### config.mk
export PLATFORM = sky130hd
export DESIGN_NAME = uart_frame_loader
export DESIGN_NICKNAME = d
export VERILOG_FILES = /design/src/rtl/uart2vga_pkg.sv /design/src/rtl/fb_write_engine.sv /design/src/rtl/uart_frame_loader.sv
export SDC_FILE = /design/constraint.sdc
export NUM_CORES = 1
export LEC_CHECK = 0
export CORE_ASPECT_RATIO = 0.7
export CORE_UTILIZATION = 53
export DETAILED_ROUTE_END_ITERATION = 12
export MAX_ROUTING_LAYER = met4
export PLACE_DENSITY_LB_ADDON = 0.08
export SYNTH_ARGS = -nofsm -noshare
export SYNTH_HDL_FRONTEND = slang
export SYNTH_SLANG_ARGS = --single-unit
### constraint.sdc
create_clock -name clk_sys -period 2.3 [get_ports clk_sys]
set_clock_uncertainty 0.05 [all_clocks]
set_input_delay 0.23 -clock clk_sys [delete_from_list [all_inputs] [get_ports clk_sys]]
set_output_delay 0.23 -clock clk_sys [all_outputs]
set_load 0.05 [all_outputs]
### src/rtl/uart2vga_pkg.sv
// Shared types and constants for the UART-to-framebuffer loader.
package uart2vga_pkg;

    typedef enum logic [3:0] {
        S_IDLE,
        S_CMD,
        S_ADDR0,
        S_ADDR1,
        S_ADDR2,
        S_LEN,
        S_DATA,
        S_EXPAND,
        S_CCOL,
        S_CLEAR,
        S_RESP
    } loader_state_t;

    localparam logic [7:0] CMD_SET_ADDR = 8'h01;
    localparam logic [7:0] CMD_PIXELS   = 8'h02;
    localparam logic [7:0] CMD_CLEAR    = 8'h03;
    localparam logic [7:0] SYNC_BYTE    = 8'hA5;
    localparam logic [7:0] ACK          = 8'h06;
    localparam logic [7:0] NAK          = 8'h15;

    localparam int WIDTH_DEF  = 640;
    localparam int HEIGHT_DEF = 480;

    function automatic int max_addr(input int w, input int h);
        return w * h;
    endfunction

    localparam int MAX_ADDR = WIDTH_DEF * HEIGHT_DEF;

endpackage

### src/rtl/fb_write_engine.sv
// Emits `count` consecutive RAM writes starting at `base`, one per cycle,
// wrapping the address at MAX_A.
module fb_write_engine #(
    parameter int ADDR_W = 19,
    parameter int MAX_A  = 307200
) (
    input  logic              clk_sys,
    input  logic              rst_n,
    input  logic              start,
    input  logic [ADDR_W-1:0] base,
    input  logic [2:0]        colour,
    input  logic [ADDR_W:0]   count,
    output logic              wr_en,
    output logic [ADDR_W-1:0] wr_addr,
    output logic [2:0]        wr_data,
    output logic              done,
    output logic [ADDR_W-1:0] next_addr
);

    localparam logic [ADDR_W-1:0] LAST_ADDR = ADDR_W'(MAX_A - 1);
    localparam logic [ADDR_W:0]   ONE_CNT   = (ADDR_W+1)'(1);

    logic [ADDR_W:0] remain;

    assign next_addr = (wr_addr == LAST_ADDR) ? '0 : wr_addr + ADDR_W'(1);
    // done marks the cycle carrying the final write
    assign done      = wr_en && (remain == ONE_CNT);

    always_ff @(posedge clk_sys) begin
        if (!rst_n) begin
            wr_en   <= 1'b0;
            wr_addr <= '0;
            wr_data <= '0;
            remain  <= '0;
        end else if (start) begin
            wr_en   <= 1'b1;
            wr_addr <= base;
            wr_data <= colour;
            remain  <= count;
        end else if (wr_en) begin
            wr_addr <= next_addr;
            remain  <= remain - ONE_CNT;
            if (remain == ONE_CNT)
                wr_en <= 1'b0;
        end
    end

endmodule

### src/rtl/uart_frame_loader.sv
// Parses sync/command packets from the UART RX stream into framebuffer writes
// and answers each packet with a single ACK/NAK byte.
module uart_frame_loader
    import uart2vga_pkg::*;
#(
    parameter int WIDTH       = 640,
    parameter int HEIGHT      = 480,
    parameter int ADDR_W      = 19,
    parameter int TIMEOUT_CYC = 2000000
) (
    input  logic              clk_sys,
    input  logic              rst_n,
    input  logic [7:0]        rx_data,
    input  logic              rx_done,
    input  logic              rx_err,
    output logic              wr_en,
    output logic [ADDR_W-1:0] wr_addr,
    output logic [2:0]        wr_data,
    output logic [7:0]        tx_data,
    output logic              tx_valid,
    input  logic              tx_ready,
    output logic              busy,
    output logic [7:0]        err_cnt
);

    localparam int MAX_A = max_addr(WIDTH, HEIGHT);
    localparam int TMR_W = $clog2(TIMEOUT_CYC + 1);

    loader_state_t state, nxt;

    logic [ADDR_W-1:0] cur_addr;
    logic              nak;
    logic [TMR_W-1:0]  timer;
    logic [8:0]        len_cnt;
    logic [7:0]        b0, b1;

    logic              byte_ok, byte_bad, in_timed, timeout;
    logic [18:0]       set_addr;
    logic              addr_ok, cmd_known, nak_set;
    logic              eng_start, eng_done;
    logic [ADDR_W-1:0] eng_base, eng_next;
    logic [2:0]        eng_colour;
    logic [ADDR_W:0]   eng_count;

    assign byte_ok   = rx_done && !rx_err;
    assign byte_bad  = rx_done && rx_err;
    assign in_timed  = (state != S_IDLE) && (state != S_EXPAND) &&
                       (state != S_CLEAR) && (state != S_RESP);
    assign timeout   = in_timed && !rx_done && (timer == TMR_W'(TIMEOUT_CYC - 1));
    assign set_addr  = {b0[2:0], b1, rx_data};
    assign addr_ok   = {13'd0, set_addr} < 32'(MAX_A);
    assign cmd_known = (rx_data == CMD_SET_ADDR) || (rx_data == CMD_PIXELS) ||
                       (rx_data == CMD_CLEAR);

    always_ff @(posedge clk_sys) begin
        if (!rst_n) state <= S_IDLE;
        else        state <= nxt;
    end

    always_comb begin
        nxt = state;
        if (in_timed && (byte_bad || timeout)) begin
            nxt = S_RESP;
        end else begin
            case (state)
                S_IDLE:   if (byte_ok && rx_data == SYNC_BYTE) nxt = S_CMD;
                S_CMD:    if (byte_ok) begin
                              case (rx_data)
                                  CMD_SET_ADDR: nxt = S_ADDR0;
                                  CMD_PIXELS:   nxt = S_LEN;
                                  CMD_CLEAR:    nxt = S_CCOL;
                                  default:      nxt = S_RESP;
                              endcase
                          end
                S_ADDR0:  if (byte_ok) nxt = S_ADDR1;
                S_ADDR1:  if (byte_ok) nxt = S_ADDR2;
                S_ADDR2:  if (byte_ok) nxt = S_RESP;
                S_LEN:    if (byte_ok) nxt = S_DATA;
                S_DATA:   if (byte_ok) nxt = S_EXPAND;
                S_EXPAND: if (eng_done) nxt = (len_cnt == 9'd0) ? S_RESP : S_DATA;
                S_CCOL:   if (byte_ok) nxt = S_CLEAR;
                S_CLEAR:  if (eng_done) nxt = S_RESP;
                S_RESP:   if (tx_ready) nxt = S_IDLE;
                default:  nxt = S_IDLE;
            endcase
        end
    end

    always_comb begin
        busy       = (state != S_IDLE);
        tx_valid   = (state == S_RESP);
        tx_data    = (state == S_RESP) ? (nak ? NAK : ACK) : 8'h00;
        eng_start  = 1'b0;
        eng_base   = cur_addr;
        eng_colour = rx_data[2:0];
        eng_count  = (ADDR_W+1)'(rx_data[7:3]) + (ADDR_W+1)'(1);
        nak_set    = 1'b0;
        if (state == S_DATA && byte_ok)
            eng_start = 1'b1;
        if (state == S_CCOL && byte_ok) begin
            eng_start = 1'b1;
            eng_base  = '0;
            eng_count = (ADDR_W+1)'(MAX_A);
        end
        // bytes landing while the write engine is busy are overruns
        if ((in_timed && (byte_bad || timeout)) ||
            (state == S_CMD && byte_ok && !cmd_known) ||
            (state == S_ADDR2 && byte_ok && !addr_ok) ||
            ((state == S_EXPAND || state == S_CLEAR) && rx_done))
            nak_set = 1'b1;
    end

    always_ff @(posedge clk_sys) begin
        if (!rst_n) begin
            cur_addr <= '0;
            nak      <= 1'b0;
            timer    <= '0;
            len_cnt  <= '0;
            b0       <= '0;
            b1       <= '0;
            err_cnt  <= '0;
        end else begin
            timer <= (!in_timed || rx_done) ? '0 : timer + TMR_W'(1);
            if (state == S_RESP && tx_ready) begin
                nak <= 1'b0;
                if (nak && err_cnt != 8'hFF)
                    err_cnt <= err_cnt + 8'd1;
            end else if (nak_set) begin
                nak <= 1'b1;
            end
            if (state == S_ADDR0 && byte_ok) b0 <= rx_data;
            if (state == S_ADDR1 && byte_ok) b1 <= rx_data;
            if (state == S_ADDR2 && byte_ok && addr_ok) cur_addr <= ADDR_W'(set_addr);
            if (state == S_LEN && byte_ok)
                len_cnt <= (rx_data == 8'd0) ? 9'd256 : {1'b0, rx_data};
            if (state == S_DATA && byte_ok) len_cnt <= len_cnt - 9'd1;
            if (state == S_EXPAND && eng_done) cur_addr <= eng_next;
            if (state == S_CLEAR && eng_done)  cur_addr <= '0;
        end
    end

    fb_write_engine #(
        .ADDR_W (ADDR_W),
        .MAX_A  (MAX_A)
    ) u_engine (
        .clk_sys   (clk_sys),
        .rst_n     (rst_n),
        .start     (eng_start),
        .base      (eng_base),
        .colour    (eng_colour),
        .count     (eng_count),
        .wr_en     (wr_en),
        .wr_addr   (wr_addr),
        .wr_data   (wr_data),
        .done      (eng_done),
        .next_addr (eng_next)
    );

endmodule
==> flow_metrics.py, run 1 <==
metrics = {
    "outcome": {
        "status": "finished, final reports clean",
    },
    "clock_network": {
        "clock_path_buffers": 2,
        "cts_hold_buffers": 0,
        "cts_tree": "done",
        "clk_pin_slew_ns": 0.06,
        "cts_made_buffers": 17,
        "cts-root-buf": "clkbuf_16",
        "cts_sinks": 116,
        "htree_levels": 4,
        "clk_latency_ns": 0.42,
    },
    "sta": {
        "finalSetupViolations": 0,
        "slew_violations": 0,
        "timing.hold.ws_ns": 0.4097,
        "report.final.hold_viol_count": 0,
        "worst_slew_pin_slew_ns": 0.6730,
        "fin_crit_ns": 2.259,
        "setup_tns_ns": 0,
        "fmax_mhz": 442.6,
        "period_share_pct": 98.23,
        "slew_headroom_pct": 54.66,
    },
    "floorplanning": {
        "rows": 33,
        "coreArea_um2": 11850,
        "ioPinCount": 54,
        "initial_core_util_pct": 55.13,
        "dieHeight_um": 94.89,
        "die-area_um2": 12780,
        "die_w_um": 134.7,
    },
    "pwr": {
        "power.leakage_nw": 3.168,
        "share_comb_of_total_power_pct": 20.2,
        "switchingPower_mw": 1.899,
        "p_per_area_nw_per_um2": 721.6,
        "swShare_pct": 30.77,
        "ir_drop_mv": 0.5634,
        "seqPwrFrac_pct": 35.4,
        "p_int_mw": 4.273,
        "p_clk_share_pct": 44.4,
    },
    "yosys": {
        "synthArstFlopShare_pct": 0,
        "ys_top_cells_by_area": "dfxtp_1 36%, nor2_1 5.7%, a21oi_1 5.1%",
        "synth_area_um2": 6533,
        "synth_top_area_share_pct": 35.55,
        "synth_edf_count": 0,
        "syn_inst": 802,
        "synth_top_flop_cell": "dfxtp_1",
        "avgSynthCellArea_um2": 8.145,
        "synth_seq_cells": 116,
        "yosys_warnings": 0,
        "yosysUniqueCellTypes": 80,
        "synth-seq-area-share_pct": 35.55,
        "yosysTopAreaCell": "dfxtp_1",
    },
    "critical_path": {
        "setup.worst_path.class": "reg -> reg",
        "end_kind": "flip-flop",
        "worstReg2RegStart": "u_engine.remain[9]",
        "crit_start": "u_engine.remain[9]",
        "cp-start-kind": "flip-flop",
        "worstPathRequired_ns": 2.59,
        "cp_max_fo": 5,
        "cp.arrival_ns": 2.55,
    },
    "layout": {
        "final_nets": 928,
        "nFillCells": 864,
        "fin_cells": 1078,
        "drive_gt1_share_pct": 20.52,
        "syn2layout_area_growth_pct": 30.95,
        "num_antenna_cells": 0,
    },
    "detailed_routing": {
        "totalWireLength_um": 20970,
        "vias_per_cell": 6.314,
        "drt_iter0_markers": 731,
        "via_count": 6806,
        "drt.antenna.violating_nets": 0,
        "drc_errors": 0,
        "firstDrtPassIters": 5,
        "avgRoutedWirePerCell_um": 19.46,
    },
    "worst_hold_path": {
        "hp-class": "reg -> reg",
        "hp-start": "cur_addr[5]",
    },
    "grt": {
        "grt_first_pass_wirelength_um": 32500,
        "antenna_found_initial": 0,
        "grt_util_all_layers_pct": 33.79,
        "grt_max_degree": 47,
        "overflow": 0,
        "grt_pass1_vias": 6275,
    },
    "placed_design": {
        "dp_cells": 1030,
        "dpl.hpwl_um": 14180,
        "globalplace.congestion": 0.9131,
        "io_buffers": 49,
    },
    "job": {
        "cap_violations": 0,
    },
}
[critical path, stage by stage (launching register included)]
cell,delay [ns]
dfxtp_2,0.32
or4_4,0.55
or2_4,0.25
buf_4,0.14
nor4_4,0.32
buf_4,0.21
clkbuf_16,0.15
a22oi_1,0.06
a21oi_1,0.13
[cells by family after synthesis]
logic type | after synthesis | share of synthesized area, %
buffers and inverters | 81 | 5.420
DFF | 116 | 35.55
adders and majority gates | 7 | 1.341
other | 1 | 0.05741
xor gates and xnor gates | 45 | 6.033
muxes | 18 | 2.758
and+or+nand+nor | 321 | 26.14
AOI/OAI and AO/OA | 213 | 22.70
[power by group through the flow]
stage	combinational, mW	sequential [mW]	clock (mW)
floorplan	0.685	2.27	0
global placement	1.13	2.21	0
detailed placement	1.15	2.22	0
CTS	1.16	2.17	2.75
global route	1.34	2.19	2.86
finish	1.25	2.18	2.74
[through the flow]
step	power (mW)	cell area, um2	worst slack (ns)	util (%)
floorplan	2.953	6623	0.01945	-
global placement	3.336	7716	-0.01059	65.11
detailed placement	3.363	7716	-0.04526	65.11
CTS	6.084	8335	0.01300	70.34
global route	6.388	8554	-0.03945	72.19
finish	6.173	8554	0.04071	72.19
[sequential cells by signal, indices dropped and copies added (netlist names)]
register,cells
b1,8
nak,1
b0,3
len_cnt,9
err_cnt,8
u_engine.wr_addr,19
timer,21
u_engine.wr_data,3
u_engine.remain,20
u_engine.wr_en,1
cur_addr,19
state,4
[layout by cell type (no fill, tap or decap), drive strengths merged, types with 5 or more instances in the layout]
cell type	synthesis	final
clkdlybuf4s50	0	43
dfxtp	116	116
o21ai	34	34
inv	24	27
nand2b	6	6
or4	10	10
nor4	16	16
or3	7	7
a21o	9	9
clkinvlp	0	5
o211ai	7	7
nor2	100	100
and2	5	5
nor3	30	30
o41ai	5	5
buf	14	95
nand4	18	18
nand2	46	46
mux2i	18	18
clkbuf	42	21
nand3	34	34
a41oi	5	5
o31ai	8	8
a31oi	10	10
and4	5	5
and3	11	11
ha	7	7
a21oi	66	66
a211oi	16	16
a22oi	5	5
xor2	19	19
nor2b	8	8
xnor2	26	26
a221oi	6	6
[routing by layer]
layer / GRT usage [%] / vias to the layer above / wire length [um]
met5: - / - / 0
met2: 50.77 / 330 / 9227
li1: - / 3179 / -
met1: 46.32 / 3264 / 9726
met3: 6.602 / 33 / 1787
met4: 8.614 / 0 / 231
[worst paths after layout]
path / end / slack [ns] / cells past startpoint
worst max register to register: cur_addr[10] / 0.04 / 8
worst min-delay path: u_engine.wr_addr[5] / 0.41 / 2
worst max-delay path: cur_addr[10] / 0.04 / 8
worst min register to register: u_engine.wr_addr[5] / 0.41 / 2
[area by class of cell]
type                            count  area [um2]  share of cell area (%)
Inverter                           25       93.84                   1.097
Timing Repair Buffer              140        1338                   15.64
Sequential cell                   116        2341                   27.37
Multi-Input combinational cell    608        3975                   46.47
Tap cell                          157       196.4                   2.296
Clock inverter                     13       146.4                   1.711
Clock buffer                       19       464.2                   5.426
[Yosys cell counts, types with 4 or more instances]
library cell	n
a211oi_2	7
nand4_1	18
xnor2_1	26
a221oi_1	6
and4_1	5
nor3_1	28
a31oi_1	10
clkbuf_1	42
nor4_1	14
and3_1	8
a22oi_1	5
buf_2	4
o31ai_1	8
nand2_1	46
a21o_1	9
o21ai_0	34
nand3_1	34
a211oi_1	9
ha_1	7
a41oi_1	5
nand3b_1	4
a21oi_1	66
nor2_1	100
buf_4	6
o221a_2	4
o31a_1	4
or4_1	8
o211ai_1	7
o41ai_1	4
and2_1	5
or3_1	6
mux2i_1	18
nor2b_1	8
nand2b_1	6
dfxtp_1	116
inv_1	24
xor2_1	19
[what timing repair did]
| item | 4_1_cts | 5_1_grt |
|---|---|---|
| gates cloned | 0 | 2 |
| setup endpoints to repair | 3 | 15 |
| gates resized for setup | 2 | 19 |
| buffers inserted | 0 | 14 |
| pin swaps | 0 | 11 |
| endpoints found under the hold margin | 0 | 0 |
No activity file was read; power rests on OpenSTA's default activity.
==> run 2: changes to the inputs <==
==> constraint.sdc (replaced) <==
create_clock -name clk_sys -period 2.3 [get_ports clk_sys]
set_clock_uncertainty 0.05 [all_clocks]
set_input_delay 0.575 -clock clk_sys [delete_from_list [all_inputs] [get_ports clk_sys]]
set_output_delay 0.575 -clock clk_sys [all_outputs]
set_load 0.05 [all_outputs]
==> run 2 against run 1 <==
Compared with the run above:
- core utilization grew 1.8 points
- highest routed layer unchanged
- critical path depth decreased by 1
- routed wire length about the same
- largest cell class unchanged
- final cell count grew 3.2%
- die area is the same
- register-to-register slack got worse by 0.02 ns
- count of clock-buffer cells in the layout grew 3
- via count up 3.0%
- flip-flop and latch count unchanged
- critical path type unchanged
- first-iteration DRC count is 6.0% higher
==> flow_metrics.py, run 2 (same netlist as run 1, synthesis figures left out) <==
metrics = {
    "job": {
        "cap_violations": 0,
    },
    "layout": {
        "fin_cells": 1112,
        "final_common_cell": "buf_4",
        "final-seq-area_um2": 2345,
        "largest_reg_flops": 21,
        "reg_top3": "timer (21), u_engine.remain (20)",
        "nFillCells": 892,
        "multi_input_area_um2": 3993,
        "num_antenna_cells": 0,
        "final_nets": 963,
        "layout_common_cells": "122 x buf_4, 102 x dfxtp_1, 98 x nor2_1, 65 x a21oi_1, 46 x nand2_1",
        "syn2layout_area_growth_pct": 34.13,
        "regMostFlops": "timer",
        "drive_gt1_share_pct": 23.56,
    },
    "placed_design": {
        "dp_cells": 1078,
        "globalplace.congestion": 0.9384,
        "dpl.hpwl_um": 14680,
        "io_buffers": 49,
    },
    "clock_network": {
        "cts_made_buffers": 17,
        "clk_pin_slew_ns": 0.06,
        "cts_sinks": 116,
        "cts_hold_buffers": 0,
        "clk_latency_ns": 0.41,
        "cts-root-buf": "clkbuf_16",
        "htree_levels": 4,
        "clock_path_buffers": 2,
        "cts_tree": "done",
    },
    "critical_path": {
        "setup.worst_path.class": "reg -> reg",
        "worstPathRequired_ns": 2.54,
        "cp.arrival_ns": 2.52,
        "end_kind": "flip-flop",
        "cp_max_fo": 4,
        "cp_top_family": "simple AND/OR/NAND/NOR gates",
        "cp_slowest_cell": "or4_4",
        "cpPeakStageDelay_ns": 0.56,
        "cp-start-kind": "flip-flop",
        "crit_chain": "inv_2 -> ha_4 -> or4b_4 -> or4_4 -> o31a_1 -> o211ai_1 -> a21oi_1",
        "critPathBufInv": 1,
    },
    "floorplanning": {
        "ioPinCount": 54,
        "die-area_um2": 12780,
        "dieHeight_um": 94.89,
        "coreArea_um2": 11850,
        "rows": 33,
        "initial_core_util_pct": 55.13,
        "die_w_um": 134.7,
    },
    "sta": {
        "report.final.hold_viol_count": 0,
        "worst_slew_pin_slew_ns": 0.5998,
        "slew_headroom_pct": 59.59,
        "fmax_mhz": 439.4,
        "period_share_pct": 98.96,
        "finalSetupViolations": 0,
        "rsz0062_at_grt": "true",
        "slew_violations": 0,
        "fin_crit_ns": 2.276,
    },
    "pwr": {
        "p_per_area_nw_per_um2": 702.7,
        "power_mw": 6.157,
        "power.leakage_nw": 3.491,
        "ir_drop_mv": 0.5828,
    },
    "detailed_routing": {
        "drt_iter0_markers": 775,
        "totalWireLength_um": 20980,
        "avgRoutedWirePerCell_um": 18.87,
        "drc_errors": 0,
        "vias_per_cell": 6.307,
        "drt.antenna.violating_nets": 0,
        "via_count": 7013,
        "firstDrtPassIters": 5,
    },
    "grt": {
        "antenna_found_initial": 0,
        "grt_max_degree": 27,
        "grt_first_pass_wirelength_um": 32870,
        "grt_util_all_layers_pct": 34.41,
        "grtUsageMet2_pct": 52.84,
        "busiest_layer": "met2",
        "grt_pass1_vias": 6536,
        "grt_use_met1_pct": 44.18,
        "grtUsageMet3_pct": 8.266,
        "overflow": 0,
    },
    "outcome": {
        "status": "finished, final reports clean",
    },
    "worst_hold_path": {
        "hp-class": "reg -> reg",
    },
}
[run 2: per-stage QoR]
step / setup WS [ns] / hold slack [ns] / instance area, um2 / utilization (%) / setup TNS (ns)
after floorplan: 0.01945 / 0.3721 / 6629 / - / 0
after global placement: -0.2792 / 0.3912 / 8068 / 68.08 / -4.250
after detailed placement: -0.3004 / 0.3983 / 8068 / 68.08 / -7.400
after CTS: -0.003417 / 0.4020 / 8681 / 73.26 / -0.003417
after global routing: -0.006688 / 0.4225 / 8762 / 73.94 / -0.01023
final: 0.02396 / 0.4019 / 8762 / 73.94 / 0
[run 2: layer usage]
layer,wire length [um],vias up
met3,1806,46
met1,9364,3390
met4,425,0
li1,-,3245
met2,9382,332
met5,0,-
[run 2: power by group]
| part | switching, mW | total [mW] | internal [mW] |
|---|---|---|---|
| registers | 0.0947 | 2.18 | 2.08 |
| logic | 0.771 | 1.33 | 0.557 |
| clock network | 0.981 | 2.65 | 1.67 |
[run 2: final cells by class]
class / count / area share [%]
repair buffers: 175 / 17.72
clock buffers: 22 / 5.412
multi-input cells: 608 / 45.57
well taps: 157 / 2.242
clock inverters: 9 / 1.185
inverters: 25 / 1.114
flip-flops and latches: 116 / 26.76
[run 2: path summary, 6_finish.rpt]
kind	to	cells past startpoint	startpoint	slack, ns
worst max register to register	state[2]	7	len_cnt[1]	0.02
worst min register to register	u_engine.wr_addr[3]	2	cur_addr[3]	0.40
worst min-delay path	u_engine.wr_addr[3]	2	cur_addr[3]	0.40
worst max-delay path	state[2]	7	len_cnt[1]	0.02
[run 2: timing repair]
action | CTS | global route
pin swaps | 0 | 7
setup endpoints to repair | 28 | 20
resized for setup | 18 | 22
buffers inserted | 1 | 2
gates cloned | 0 | 0
endpoints found under the hold margin | 0 | 0
[run 2: worst reg2reg max path: cells and delay by family, from the launching register on]
family                     cells  cell delay [ns]
DFF                            1             0.33
AOI/OAI and AO/OA              3             0.54
adders and majority gates      1             0.14
and+or+nand+nor                2             1.03
buffers and inverters          1             0.08
==> run 3: changes to the inputs <==
Settings changed: CORE_UTILIZATION 53 to 55, CTS_BUF_LIST set to sky130_fd_sc_hd__clkbuf_8.
==> run 3 against run 2 <==
Compared with the run above:
- die area decreased by 3.6%
- first-iteration DRC count decreased by 7.0%
- hold slack improved by 0.0023 ns
- combinational power about the same
- largest power group is now sequential cells
==> flow_metrics.py, run 3 (same netlist as run 1, synthesis figures left out) <==
metrics = {
    "clock_network": {
        "cts_hold_buffers": 0,
        "clk_pin_slew_ns": 0.08,
        "clk_latency_ns": 0.44,
        "cts-root-buf": "clkbuf_8",
        "cts_made_buffers": 17,
        "htree_levels": 4,
        "cts_sinks": 116,
        "clock_path_buffers": 2,
        "cts_tree": "done",
    },
    "sta": {
        "finalSetupViolations": 0,
        "fmax_mhz": 441.0,
        "setup_tns_ns": 0,
        "slew_violations": 0,
        "timing.hold.ws_ns": 0.4042,
        "slew_headroom_pct": 60.62,
        "worst_slew_pin_slew_ns": 0.5844,
        "period_share_pct": 98.59,
        "report.final.hold_viol_count": 0,
        "fin_crit_ns": 2.268,
        "fin_ws_ns": 0.03234,
    },
    "layout": {
        "num_antenna_cells": 0,
        "regMostFlops": "timer",
        "final-seq-area_um2": 2342,
        "multi_input_area_um2": 3988,
        "largest_reg_flops": 21,
        "drive_gt1_share_pct": 24.22,
        "reg_top3": "timer (21), u_engine.remain (20)",
        "finalInstanceArea_um2": 8573,
        "syn2layout_area_growth_pct": 31.24,
        "final_common_cell": "buf_4",
        "nFillCells": 855,
        "layout_common_cells": "123 x buf_4, 102 x dfxtp_1, 96 x nor2_1, 65 x a21oi_1, 46 x nand2_1",
        "final_nets": 965,
        "finish.utilization_pct": 75.93,
    },
    "critical_path": {
        "reg2reg_slack_ns": 0.03,
        "cp_max_fo": 3,
        "r2r_cells": 7,
        "cp-start-kind": "flip-flop",
        "setup.worst_path.class": "reg -> reg",
        "critPathBufInv": 1,
        "worstPathRequired_ns": 2.58,
        "rr_endpoint": "u_engine.remain[8]",
        "cp_top_family": "simple AND/OR/NAND/NOR gates",
        "worstReg2RegStart": "u_engine.remain[1]",
        "cp.arrival_ns": 2.55,
        "crit_chain": "inv_1 -> ha_1 -> or3b_2 -> or3_4 -> or3_2 -> xor2_1 -> nor2_1",
        "cp_slowest_cell": "or3b_2",
        "cpPeakStageDelay_ns": 0.48,
        "end_kind": "flip-flop",
    },
    "grt": {
        "grt_first_pass_wirelength_um": 32800,
        "grt_max_degree": 30,
        "grt_pass1_vias": 6494,
        "antenna_found_initial": 0,
        "grt_util_all_layers_pct": 34.76,
        "overflow": 0,
    },
    "placed_design": {
        "dpl.hpwl_um": 14730,
        "place_area_um2": 7998,
        "pre_cts_ws_ns": -0.2886,
        "io_buffers": 49,
        "globalplace.congestion": 0.9175,
    },
    "floorplanning": {
        "rows": 32,
        "dieHeight_um": 93.18,
        "die_w_um": 132.3,
        "ioPinCount": 54,
        "initial_core_util_pct": 57.86,
        "coreArea_um2": 11290,
        "die-area_um2": 12320,
    },
    "worst_hold_path": {
        "hp-class": "reg -> reg",
        "hp-start": "cur_addr[3]",
        "min_path_cells": 2,
        "whs_endpoint": "u_engine.wr_addr[3]",
    },
    "detailed_routing": {
        "drc_errors": 0,
        "drt_iter0_markers": 721,
        "avgRoutedWirePerCell_um": 18.60,
        "firstDrtPassIters": 6,
        "drt.antenna.violating_nets": 0,
        "vias_per_cell": 6.217,
        "totalWireLength_um": 20660,
        "via_count": 6907,
    },
    "pwr": {
        "ir_drop_mv": 0.3787,
        "power.leakage_nw": 3.435,
        "p_per_area_nw_per_um2": 634.3,
    },
    "outcome": {
        "status": "finished, final reports clean",
    },
    "job": {
        "cap_violations": 0,
    },
}
## run 3: cell type report
cell class	count	share of cell area, %
tap	153	2.233
timing repair buffer	177	18.14
multi-input combinational	608	46.51
sequential	116	27.32
clock inverter	14	1.766
inverter	25	1.138
clock buffer	18	2.890
## run 3: routing by layer
metal	wire (um)	track usage, %	up-vias
met4	357	11.49	0
met3	1783	7.480	42
met5	0	-	-
met1	9443	46.87	3287
li1	-	-	3242
met2	9078	51.85	336
## run 3: repair_timing
item | 4_1_cts | 5_1_grt
buffers inserted | 4 | 8
endpoints found under the setup margin | 35 | 37
gates resized for setup | 29 | 17
pin swaps | 6 | 11
## run 3: how the worst max path moves through the flow
stage,startpoint,endpoint,slack (ns),depth (start not counted)
detailed placement,rx_err,u_engine.wr_addr[15],-0.29,8
floorplan,len_cnt[0],state[2],0.02,7
CTS,u_engine.remain[9],cur_addr[0],-0.01,6
finish,u_engine.remain[1],u_engine.remain[8],0.03,7
global placement,rx_err,u_engine.remain[16],-0.22,6
global route,u_engine.remain[9],u_engine.remain[13],-0.02,6
## run 3: worst min-delay path: cells and delay by family, from the launching register on
family / cells / cell delay [ns]
and+or+nand+nor: 1 / 0.05
AOI/OAI and AO/OA: 1 / 0.06
DFF: 1 / 0.32
## run 3: report_power, final
group / switching [mW] / leakage (nW) / internal, mW
registers: 0.0916 / 0.942 / 2.08
clock network: 0.941 / 0.196 / 1.00
logic: 0.769 / 2.30 / 0.552
total: 1.80 / 3.43 / 3.64
## run 3: metrics by stage
stage                     instances  power, mW
final                          1111      5.438
after global routing           1111      5.643
after CTS                      1103      5.351
after detailed placement       1067      3.424
after global placement         1067      3.403
after floorplan                 805      2.953
